## config.mk

```make
export PLATFORM = sky130hd
export DESIGN_NAME = fpu_issue_ctrl
export DESIGN_NICKNAME = d
export VERILOG_FILES = /design/src/rtl/fpu_issue_ctrl.sv
export SDC_FILE = /design/constraint.sdc
export NUM_CORES = 1
export LEC_CHECK = 0
export ABC_AREA = 1
export CAP_MARGIN = 15
export CORE_UTILIZATION = 37
export DETAILED_ROUTE_END_ITERATION = 12
export PLACE_DENSITY_LB_ADDON = 0.15
export SLEW_MARGIN = 5
export SYNTH_ARGS = -nofsm -noshare
export SYNTH_HDL_FRONTEND = slang
export SYNTH_SLANG_ARGS = --single-unit
export TNS_END_PERCENT = 10
```

## constraint.sdc

```tcl
create_clock -name clk -period 1.3 [get_ports clk]
set_input_delay 0.195 -clock clk [delete_from_list [all_inputs] [get_ports clk]]
set_output_delay 0.195 -clock clk [all_outputs]
set_load 0.01 [all_outputs]
```

## src/rtl/fpu_issue_ctrl.sv

```systemverilog
// fpu_issue_ctrl: issues one op/operand command at a time to an fpu and registers its result.
// A RUN-cycle counter stands in for a done that never arrives.
module fpu_issue_ctrl #(
  parameter int Mantissa_Size = 23,
  parameter int Exponent_Size = 8,
  parameter int N             = Mantissa_Size + Exponent_Size,
  parameter int Timeout       = 64
) (
  input  logic         clk,
  input  logic         rst_n,
  input  logic         cmd_valid,
  output logic         cmd_ready,
  input  logic [1:0]   cmd_op,
  input  logic [N:0]   cmd_a,
  input  logic [N:0]   cmd_b,
  output logic         fpu_enable,
  output logic         fpu_load,
  output logic [1:0]   fpu_op,
  output logic [N:0]   fpu_a,
  output logic [N:0]   fpu_b,
  input  logic [N:0]   fpu_result,
  input  logic         fpu_done,
  input  logic         fpu_zero,
  input  logic         fpu_overflow,
  input  logic         fpu_underflow,
  input  logic         fpu_nan,
  output logic         rsp_valid,
  input  logic         rsp_ready,
  output logic [N:0]   rsp_result,
  output logic [4:0]   rsp_flags
);
  localparam int CW = $clog2(Timeout + 1);
  typedef enum logic [1:0] {IDLE, LOAD, RUN, RESP} state_t;
  state_t          state_q, state_d;
  logic            cmd_ready_q, cmd_ready_d, en_q, en_d, load_q, load_d, rsp_valid_q, rsp_valid_d;
  logic [1:0]      op_q, op_d;
  logic [N:0]      a_q, a_d, b_q, b_d, res_q, res_d;
  logic [4:0]      flags_q, flags_d;
  logic [CW-1:0]   cnt_q, cnt_d;
  always_comb begin
    state_d     = state_q;
    cmd_ready_d = cmd_ready_q;
    en_d        = en_q;
    load_d      = load_q;
    rsp_valid_d = rsp_valid_q;
    op_d        = op_q;
    a_d         = a_q;
    b_d         = b_q;
    res_d       = res_q;
    flags_d     = flags_q;
    cnt_d       = cnt_q;
    case (state_q)
      IDLE: begin
        cmd_ready_d = 1'b1;
        if (cmd_valid && cmd_ready_q) begin
          state_d     = LOAD;
          cmd_ready_d = 1'b0;
          en_d        = 1'b1;
          load_d      = 1'b1;
          op_d        = cmd_op;
          a_d         = cmd_a;
          b_d         = cmd_b;
        end
      end
      LOAD: begin
        state_d = RUN;
        load_d  = 1'b0;
        cnt_d   = '0;
      end
      RUN: begin
        // done is checked first so it wins over a timeout in the same cycle
        if (fpu_done) begin
          state_d     = RESP;
          en_d        = 1'b0;
          rsp_valid_d = 1'b1;
          res_d       = fpu_result;
          flags_d     = {1'b0, fpu_nan, fpu_overflow, fpu_underflow, fpu_zero};
        end else if (cnt_q == CW'(Timeout - 1)) begin
          state_d     = RESP;
          en_d        = 1'b0;
          rsp_valid_d = 1'b1;
          res_d       = '0;
          flags_d     = 5'b10000;
        end else begin
          cnt_d = cnt_q + 1'b1;
        end
      end
      RESP: begin
        if (rsp_ready) begin
          state_d     = IDLE;
          rsp_valid_d = 1'b0;
          cmd_ready_d = 1'b1;
        end
      end
      default: state_d = IDLE;
    endcase
  end
  always_ff @(posedge clk or negedge rst_n) begin
    if (!rst_n) begin
      state_q     <= IDLE;
      cmd_ready_q <= 1'b0;
      en_q        <= 1'b0;
      load_q      <= 1'b0;
      rsp_valid_q <= 1'b0;
      op_q        <= '0;
      a_q         <= '0;
      b_q         <= '0;
      res_q       <= '0;
      flags_q     <= '0;
      cnt_q       <= '0;
    end else begin
      state_q     <= state_d;
      cmd_ready_q <= cmd_ready_d;
      en_q        <= en_d;
      load_q      <= load_d;
      rsp_valid_q <= rsp_valid_d;
      op_q        <= op_d;
      a_q         <= a_d;
      b_q         <= b_d;
      res_q       <= res_d;
      flags_q     <= flags_d;
      cnt_q       <= cnt_d;
    end
  end
  assign cmd_ready  = cmd_ready_q;
  assign fpu_enable = en_q;
  assign fpu_load   = load_q;
  assign fpu_op     = op_q;
  assign fpu_a      = a_q;
  assign fpu_b      = b_q;
  assign rsp_valid  = rsp_valid_q;
  assign rsp_result = res_q;
  assign rsp_flags  = flags_q;
endmodule

```

==> impl_metrics.toml, run 1 <==
[cells_and_area]
antenna-diode-count = 0
signed_area_change_from_the_synthesized_netlist_to_the_final_layout_pct = 72.2
proportion_of_layout_cells_with_a_drive_suffix_above_1_pct = 14.1
sequential_cell_area_um2 = 2900
layout.filler_cells = 984
layout.core_utilization_pct = 65.6
finalNetCount = 888
fin_area_um2 = 7880
multiInputGateArea_um2 = 1690
finish.cell_count_without_fillers = 935

[timing]
relSlewSlack_pct = 78.6
timing.fmax_mhz = 707
fin_tns_setup_ps = -3220
timing_hold_violations_final = 0
setup_violations = 41
timing.clock.skew_ps = 7.38
finalWorstPathRequiredPeriod_ps = 1420
max_slew.worst_pin.slew_ps = 321
report.final.slew_viol_count = 0
layout_worst_path_cycle_share_pct = 109
rsz0062_at_grt = "true"
hold_slack_ps = 324
setup_slack_ps = -115

[worst_hold_path]
timing.hold.worst.class = "primary input to register"
holdPathStages = 3

[route]
detail_route.wirelength_mm = 13.0
detailroute.via_count = 4235
dr.first_iter.drc_count = 286
drcViolationCount = 0
firstDrtPassIters = 5
ant_nets = 0
detail_route.vias_per_cell = 4.53
drt-wirelength-per-cell_um = 13.9

[clock_tree]
cts.htree.levels = 4
cts.reportedPaths.clkPinSlew_ps = 60
clock_tree_from_tritoncts = "built"
cts_made_buffers = 17
clkSinkCount = 116
root_buffer_cell = "clkbuf_16"
max-clock-path-buffers = 2
clkLatencyLatePin_ps = 410

[global_route]
track_usage_pct = 20.9
grt.overflow.total = 0
grt_pass1_wl_mm = 20.8
grt_max_degree = 60
initial_antenna_violation_count = 0
grt_pass1_vias = 4252

[placed_design]
dp_hpwl_mm = 9.15
place_congestion = 0.782
worst_setup_slack_post_dpl_ps = -177
dpl-instance-area_um2 = 7120
io_buffer_count = 213
dpl.cell_count = 897

[logic_synthesis]
synth_nets = 640
synth_mux_area_share_pct = 0
synth_cell_types = 20
synth-compound-area-share_pct = 1.39
synth_seq_cells = 116
synth.yosys.warnings = 0
post_synth.cell_area_avg_um2 = 8.67
synth_xor_xnor_area_share_pct = 0.191
seq_area_frac_synth_pct = 63.4
synthesis.instances = 528
main_combinational_cell_family_by_area_after_synthesis = "simple AND/OR/NAND/NOR gates"
post_synth_instance_area_um2 = 4580
synthAdderAreaFrac_pct = 1.37
post_synth_and_or_nand_nor_area_fraction_pct = 30.5

[setup_path]
r2r_cells = 9
cp_slowest_stage_delay_ps = 390
critPathCaptureType = "register"
path_max_fanout = 10
timing.critical_path.slowest_stage_cell = "dfrtp_1"
required_ps = 1600
critical-path-top-cell-by-count = "nand2_4"
crit_path_start_kind = "register"
setup_crit_path_kind = "register to register"
crit_arrival_ps = 1710
timing.critical_path.cells = "ha_4 -> nand2_4 -> nor2_4 -> nand2_4 -> nand2_4 -> nand2_8 -> clkbuf_16 -> nand2_1 -> nand2_1"

[power_and_ir_drop]
leakagePower_nw = 4.09
ir_drop_uv = 1010
power_mw = 17.7
power_density_nw_per_um2 = 2250

[floorplanning]
horizontal_extent_of_the_die_um = 113
placement_rows = 40
io_pins = 214
die_area_um2 = 12800
floorplan.core_area_um2 = 12000
die-height_um = 113
initial_utilization_pct = 38.1

[flow_run]
max_cap_violations = 0

[outcome]
violated_checks = "setup timing"
status = "complete, but fails checks"
[logic make-up (layout without fill, tap and decap cells)]
family                     Yosys count  count (layout)
DFF                                116             116
xor gates and xnor gates             1               1
adders and majority gates            5               5
buffers and inverters               31             291
and+or+nand+nor                    364             364
AOI/OAI and AO/OA                   11              11
[synthesized netlist by cell type]
library cell,count,area share (%)
a21boi_0,1,0.16
o21ai_0,8,0.87
buf_2,11,1.2
inv_1,7,0.57
nand3_1,11,1.2
buf_6,2,0.49
nand3b_1,1,0.16
clkinv_1,1,0.082
nor2_1,9,0.74
o211ai_1,1,0.16
inv_2,1,0.082
a2bb2oi_1,1,0.19
clkbuf_1,4,0.33
nand2_2,2,0.27
buf_1,5,0.41
xor2_1,1,0.19
nand2_1,339,28
nor2_2,2,0.27
ha_1,5,1.4
dfrtp_1,116,63
[flip-flops by register name (all words and copies together) (netlist names), 2 cells and up]
name,flops
rsp_flags,5
fpu_op,2
rsp_result,32
state_q,2
cnt_q,7
fpu_a,32
fpu_b,32
[path summary, 6_finish.rpt]
kind                             from             to  slack [ps]
setup / recovery             cnt_q[1]  rsp_result[8]        -120
hold / removal               cmd_b[4]       fpu_b[4]         320
setup reg to reg             cnt_q[1]  rsp_result[8]        -120
hold reg to reg            fpu_enable     fpu_enable         470
max in group asynchronous       rst_n      cmd_ready         660
min in group asynchronous       rst_n      fpu_a[10]         330
[timing repair]
item,in CTS,in global routing
pin swaps,0,7
cloned,0,4
hold endpoints to repair,116,0
hold buffers,1,0
setup buffers,0,2
gates resized for setup,120,106
setup endpoints to repair,207,165
[metal layers]
metal  global-route usage, %  up-vias  routed length [um]
li1                        -     2106                   -
met1                    26.2     1953                5490
met2                    33.1      158                6220
met3                    7.71       18                1070
met4                    7.98        0                 223
met5                       0        -                   0
[power by group]
group | switching, mW | internal, mW
clock | 1.58 | 2.75
sequential | 0.926 | 5.21
combinational | 3.69 | 3.57
total | 6.19 | 11.5
[area by class of cell]
| type | count | share of cell area, % |
|---|---|---|
| Tap cell | 147 | 2.33 |
| Timing Repair Buffer | 251 | 31.9 |
| Inverter | 9 | 0.524 |
| Clock inverter | 9 | 1.02 |
| Clock buffer | 22 | 6.02 |
| Sequential cell | 116 | 36.9 |
| Multi-Input combinational cell | 381 | 21.4 |
[cell usage in the layout (no fill, tap or decap), types with 8 or more instances in the layout]
cell and count:
nand2_4 8, nand3_1 10, buf_4 24, dfrtp_1 115
clkdlybuf4s15_1 51, clkbuf_16 21, buf_12 9, nand2_2 17
nor2_1 9, dlygate4sd2_1 50, clkdlybuf4s50_1 105, nand2_1 315
[worst max-delay path: cells and delay by family (launching register included)]
kind | cells | cell delay, ps
and+or+nand+nor | 7 | 580
DFF | 1 | 390
buffers and inverters | 1 | 180
adders and majority gates | 1 | 160
Note: power is estimated with default switching activity, not from simulation.
==> inputs of run 2 (changes only) <==
--- a/config.mk
+++ b/config.mk
@@ -7,9 +7,11 @@
 export LEC_CHECK = 0
 export ABC_AREA = 1
 export CAP_MARGIN = 15
-export CORE_UTILIZATION = 37
+export CORE_MARGIN = 4
+export CORE_UTILIZATION = 44
 export DETAILED_ROUTE_END_ITERATION = 12
 export PLACE_DENSITY_LB_ADDON = 0.15
+export RECOVER_POWER = 50
 export SLEW_MARGIN = 5
 export SYNTH_ARGS = -nofsm -noshare
 export SYNTH_HDL_FRONTEND = slang
==> constraint.sdc (replaced) <==
create_clock -name clk -period 1.7 [get_ports clk]
set_input_delay 0.255 -clock clk [delete_from_list [all_inputs] [get_ports clk]]
set_output_delay 0.255 -clock clk [all_outputs]
set_load 0.01 [all_outputs]
==> impl_metrics.toml, run 2 (synthesized netlist as in run 1, its figures left out) <==
[setup_path]
crit_arrival_ps = 1410
cp_slowest_stage_delay_ps = 550
regToRegSetupSlack_ps = 150
required_ps = 1440
critical-path-top-delay-family = "buffers and inverters"
critPathCaptureType = "output pin"
cp_num_buf_inv = 1
r2r_cells = 9
endpoint_of_the_most_critical_register_to_register_path = "rsp_result[5]"
setup_crit_path_kind = "register to output pin"
timing.critical_path.slowest_stage_cell = "clkdlybuf4s50_1"
worstReg2RegStart = "cnt_q[0]"
timing.critical_path.cells = "clkdlybuf4s50_1"
path_max_fanout = 2
cp-startpoint = "fpu_a[12]"
crit_path_start_kind = "register"

[clock_tree]
clkLatencyLatePin_ps = 500
clock_tree_from_tritoncts = "built"
max-clock-path-buffers = 2
cts.reportedPaths.clkPinSlew_ps = 60
cts_made_buffers = 17
cts.htree.levels = 4
root_buffer_cell = "clkbuf_8"
clkSinkCount = 116
cts.repair_timing.setup_buffer_count = 0

[timing]
max_slew.worst_pin.slew_ps = 923
setup_violations = 0
timing.fmax_mhz = 601
timing.clock.skew_ps = 7.86
hold_slack_ps = 282
report.final.slew_viol_count = 0
relSlewSlack_pct = 38.4
timing_hold_violations_final = 0
finalWorstPathRequiredPeriod_ps = 1670
setup_slack_ps = 34.9
fin_tns_setup_ps = 0
layout_worst_path_cycle_share_pct = 97.9

[floorplanning]
floorplan.core_area_um2 = 9950
horizontal_extent_of_the_die_um = 110
die-height_um = 110
initial_utilization_pct = 46.0
die_area_um2 = 12100
placement_rows = 36
io_pins = 214

[cells_and_area]
antenna-diode-count = 0
finish.cell_count_without_fillers = 897
layout.core_utilization_pct = 74.9
fin_area_um2 = 7460
most-common-layout-cells = "338 x nand2_1, 138 x clkdlybuf4s50_1, 116 x dfrtp_1"
finalNetCount = 866
signed_area_change_from_the_synthesized_netlist_to_the_final_layout_pct = 63.0
proportion_of_layout_cells_with_a_drive_suffix_above_1_pct = 6.81
layout_commonest_cell = "nand2_1"

[route]
detailroute.via_count = 4253
drcViolationCount = 0
drt-wirelength-per-cell_um = 15.1
dr.first_iter.drc_count = 197
firstDrtPassIters = 4
detail_route.vias_per_cell = 4.74
ant_nets = 0
detail_route.wirelength_mm = 13.6

[power_and_ir_drop]
leakagePower_nw = 3.90
power_density_nw_per_um2 = 1770
power_mw = 13.2
ir_drop_uv = 754

[flow_run]
max_cap_violations = 0

[placed_design]
dpl-instance-area_um2 = 6930
worst_setup_slack_post_dpl_ps = 78.8
dpl.cell_count = 867
io_buffer_count = 213
dp_hpwl_mm = 9.68
place_congestion = 0.818

[global_route]
grt_pass1_vias = 4307
grt.overflow.total = 0
track_usage_pct = 22.7
initial_antenna_violation_count = 0
grt_max_degree = 46
grt_pass1_wl_mm = 21.1

[worst_hold_path]
holdPathEnd = "rsp_result[13]"
min-delay-start = "fpu_result[13]"
holdPathStages = 3
timing.hold.worst.class = "primary input to register"

[outcome]
status = "complete, no violations"
## run 2: cell count changes in the layout (fill, tap and decap cells not counted), moves of 13 or more
cell | previous run | this run
nand2_1 | 315 | 338
clkdlybuf4s15_1 | 51 | 0
buf_4 | 24 | 11
clkdlybuf4s25_1 | 0 | 36
dlygate4sd2_1 | 50 | 21
nand2_2 | 17 | 2
clkdlybuf4s50_1 | 105 | 138
## run 2: final cells by class
class,count,area (um^2)
clock buffers,24,490
clock inverters,5,50.0
fillers,746,2500
inverters,9,33.8
multi-input cells,381,1550
flip-flops and latches,116,2900
well taps,133,166
repair buffers,229,2260
## run 2: what timing repair did
| action | in CTS | in global routing |
|---|---|---|
| endpoints found under the hold margin | 34 | 0 |
| gates resized for setup | 21 | 58 |
| hold buffers | 1 | 0 |
| cloned | 0 | 0 |
| endpoints found under the setup margin | 21 | 150 |
## run 2: metal layers
metal | vias up | wire length [um] | global-route usage [%]
met2 | 182 | 6680 | 36.6
met5 | - | 0 | 0
met4 | 0 | 266 | 10.1
li1 | 2059 | - | -
met1 | 1993 | 5200 | 26.7
met3 | 19 | 1410 | 9.44
## run 2: worst max-delay path by stage
stage	endpoint	slack, ps	cells after the start
floorplan	fpu_a[30]	260	7
global placement	fpu_b[12]	130	6
detailed placement	fpu_b[5]	80	6
CTS	fpu_a[4]	1	1
global route	fpu_a[16]	-30	1
finish	fpu_a[12]	30	1
## run 2: power by group
group / total, mW / internal, mW / leakage [nW] / switching, mW
Clock: 3.21 / 2.09 / 0.272 / 1.12
Combinational: 5.28 / 2.59 / 2.16 / 2.70
Sequential: 4.68 / 3.98 / 1.46 / 0.699
Total: 13.2 / 8.67 / 3.90 / 4.51
==> inputs of run 3 (changes only) <==
--- a/config.mk
+++ b/config.mk
@@ -7,11 +7,14 @@
 export LEC_CHECK = 0
 export ABC_AREA = 1
 export CAP_MARGIN = 15
-export CORE_MARGIN = 4
-export CORE_UTILIZATION = 44
+export CELL_PAD_IN_SITES_DETAIL_PLACEMENT = 1
+export CELL_PAD_IN_SITES_GLOBAL_PLACEMENT = 1
+export CORE_MARGIN = 2
+export CORE_UTILIZATION = 31
 export DETAILED_ROUTE_END_ITERATION = 12
 export PLACE_DENSITY_LB_ADDON = 0.15
 export RECOVER_POWER = 50
+export SKIP_CTS_REPAIR_TIMING = 1
 export SLEW_MARGIN = 5
 export SYNTH_ARGS = -nofsm -noshare
 export SYNTH_HDL_FRONTEND = slang
==> impl_metrics.toml, run 3 (synthesized netlist as in run 1, its figures left out) <==
[timing]
rsz0062_at_grt = "false"
hold_slack_ps = 379
timing.fmax_mhz = 615
finalWorstPathRequiredPeriod_ps = 1620
layout_worst_path_cycle_share_pct = 95.6
fin_tns_setup_ps = 0
relSlewSlack_pct = 53.7
timing_hold_violations_final = 0
timing.clock.skew_ps = 7.85
setup_violations = 0
report.final.slew_viol_count = 0
setup_slack_ps = 75.3
max_slew.worst_pin.slew_ps = 694

[route]
detail_route.vias_per_cell = 4.54
detail_route.wirelength_mm = 14.8
detailroute.via_count = 4321
ant_nets = 0
firstDrtPassIters = 4
drcViolationCount = 0
drt-wirelength-per-cell_um = 15.6
dr.first_iter.drc_count = 162

[floorplanning]
die_area_um2 = 15800
io_pins = 214
placement_rows = 44
initial_utilization_pct = 31.6
floorplan.core_area_um2 = 14500
horizontal_extent_of_the_die_um = 126
die-height_um = 126

[power_and_ir_drop]
leakagePower_nw = 3.75
power_density_nw_per_um2 = 1860
power_mw = 14.1
ir_drop_uv = 846

[global_route]
grt.overflow.total = 0
grt_max_degree = 57
initial_antenna_violation_count = 0
track_usage_pct = 19.3
grt_pass1_vias = 4586
grt_pass1_wl_mm = 24.0

[clock_tree]
cts.reportedPaths.clkPinSlew_ps = 50
cts.htree.levels = 4
clkSinkCount = 116
clock_tree_from_tritoncts = "built"
root_buffer_cell = "clkbuf_16"
clkLatencyLatePin_ps = 410
max-clock-path-buffers = 2
cts_made_buffers = 17

[placed_design]
dp_hpwl_mm = 10.6
place_congestion = 0.744
dpl-instance-area_um2 = 7010
dpl.cell_count = 919
worst_setup_slack_post_dpl_ps = 117
io_buffer_count = 213

[cells_and_area]
proportion_of_layout_cells_with_a_drive_suffix_above_1_pct = 6.51
finish.cell_count_without_fillers = 952
layout.core_utilization_pct = 52.6
layout_commonest_cell = "nand2_1"
signed_area_change_from_the_synthesized_netlist_to_the_final_layout_pct = 66.3
most-common-layout-cells = "339 x nand2_1, 211 x clkdlybuf4s50_1, 116 x dfrtp_1"
fin_area_um2 = 7610
finalNetCount = 867
antenna-diode-count = 0

[outcome]
status = "complete, no violations"

[setup_path]
cp_num_buf_inv = 1
timing.critical_path.cells = "clkdlybuf4s50_1"
timing.critical_path.slowest_stage_cell = "clkdlybuf4s50_1"
crit_path_start_kind = "register"
setup_crit_path_kind = "register to output pin"
path_max_fanout = 2
cp_slowest_stage_delay_ps = 610
critPathCaptureType = "output pin"
crit_arrival_ps = 1370
critical-path-top-delay-family = "buffers and inverters"
required_ps = 1440

[worst_hold_path]
timing.hold.worst.class = "primary input to register"

[flow_run]
max_cap_violations = 0
-- run 3: cell count changes in the layout (fill, tap and decap cells not counted), moves of 2 or more --
cell             delta
clkdlybuf4s25_1    -36
inv_1               +2
clkbuf_1            -2
clkbuf_8            -3
inv_2               -2
clkinvlp_4          +2
bufinv_16           +3
dlymetal6s2s_1     -12
dlygate4sd2_1      -21
clkdlybuf4s50_1    +73
-- run 3: worst paths after layout --
kind                               startpoint       endpoint  slack [ps]  cells after the start
worst min register to register  rsp_result[3]  rsp_result[3]         470                      2
worst min-delay path                cmd_b[21]      fpu_b[21]         380                      3
worst max-delay path                 fpu_a[0]       fpu_a[0]          80                      1
max in group asynchronous               rst_n       fpu_a[5]         210                      3
worst max register to register     state_q[0]      fpu_a[16]         140                      7
min in group asynchronous               rst_n       fpu_a[2]         420                      2
-- run 3: metal layers --
metal	share of wire [%]	track usage, %	vias to the layer above
met5	0	0	-
met4	1.6	6.73	0
met3	9.6	8.77	16
met2	48	31.4	158
met1	41	22.7	2086
li1	-	-	2061
-- run 3: area by class of cell --
cell class              instances  area [um^2]
inverters                       9         33.8
flip-flops and latches        116         2900
fillers                      1674         6870
clock inverters                 9          150
well taps                     184          230
repair buffers                230         2280
clock buffers                  23          478
multi-input cells             381         1530
-- run 3: worst min-delay path, delay by kind of cell --
kind	cells	cell delay (ps)
buf+inv	1	390
simple gates	2	100
-- run 3: where the power goes --
group | switching [mW] | total, mW | internal, mW
clock | 1.23 | 3.79 | 2.56
combinational | 2.70 | 5.66 | 2.96
sequential | 0.707 | 4.69 | 3.98
total | 4.64 | 14.1 | 9.50
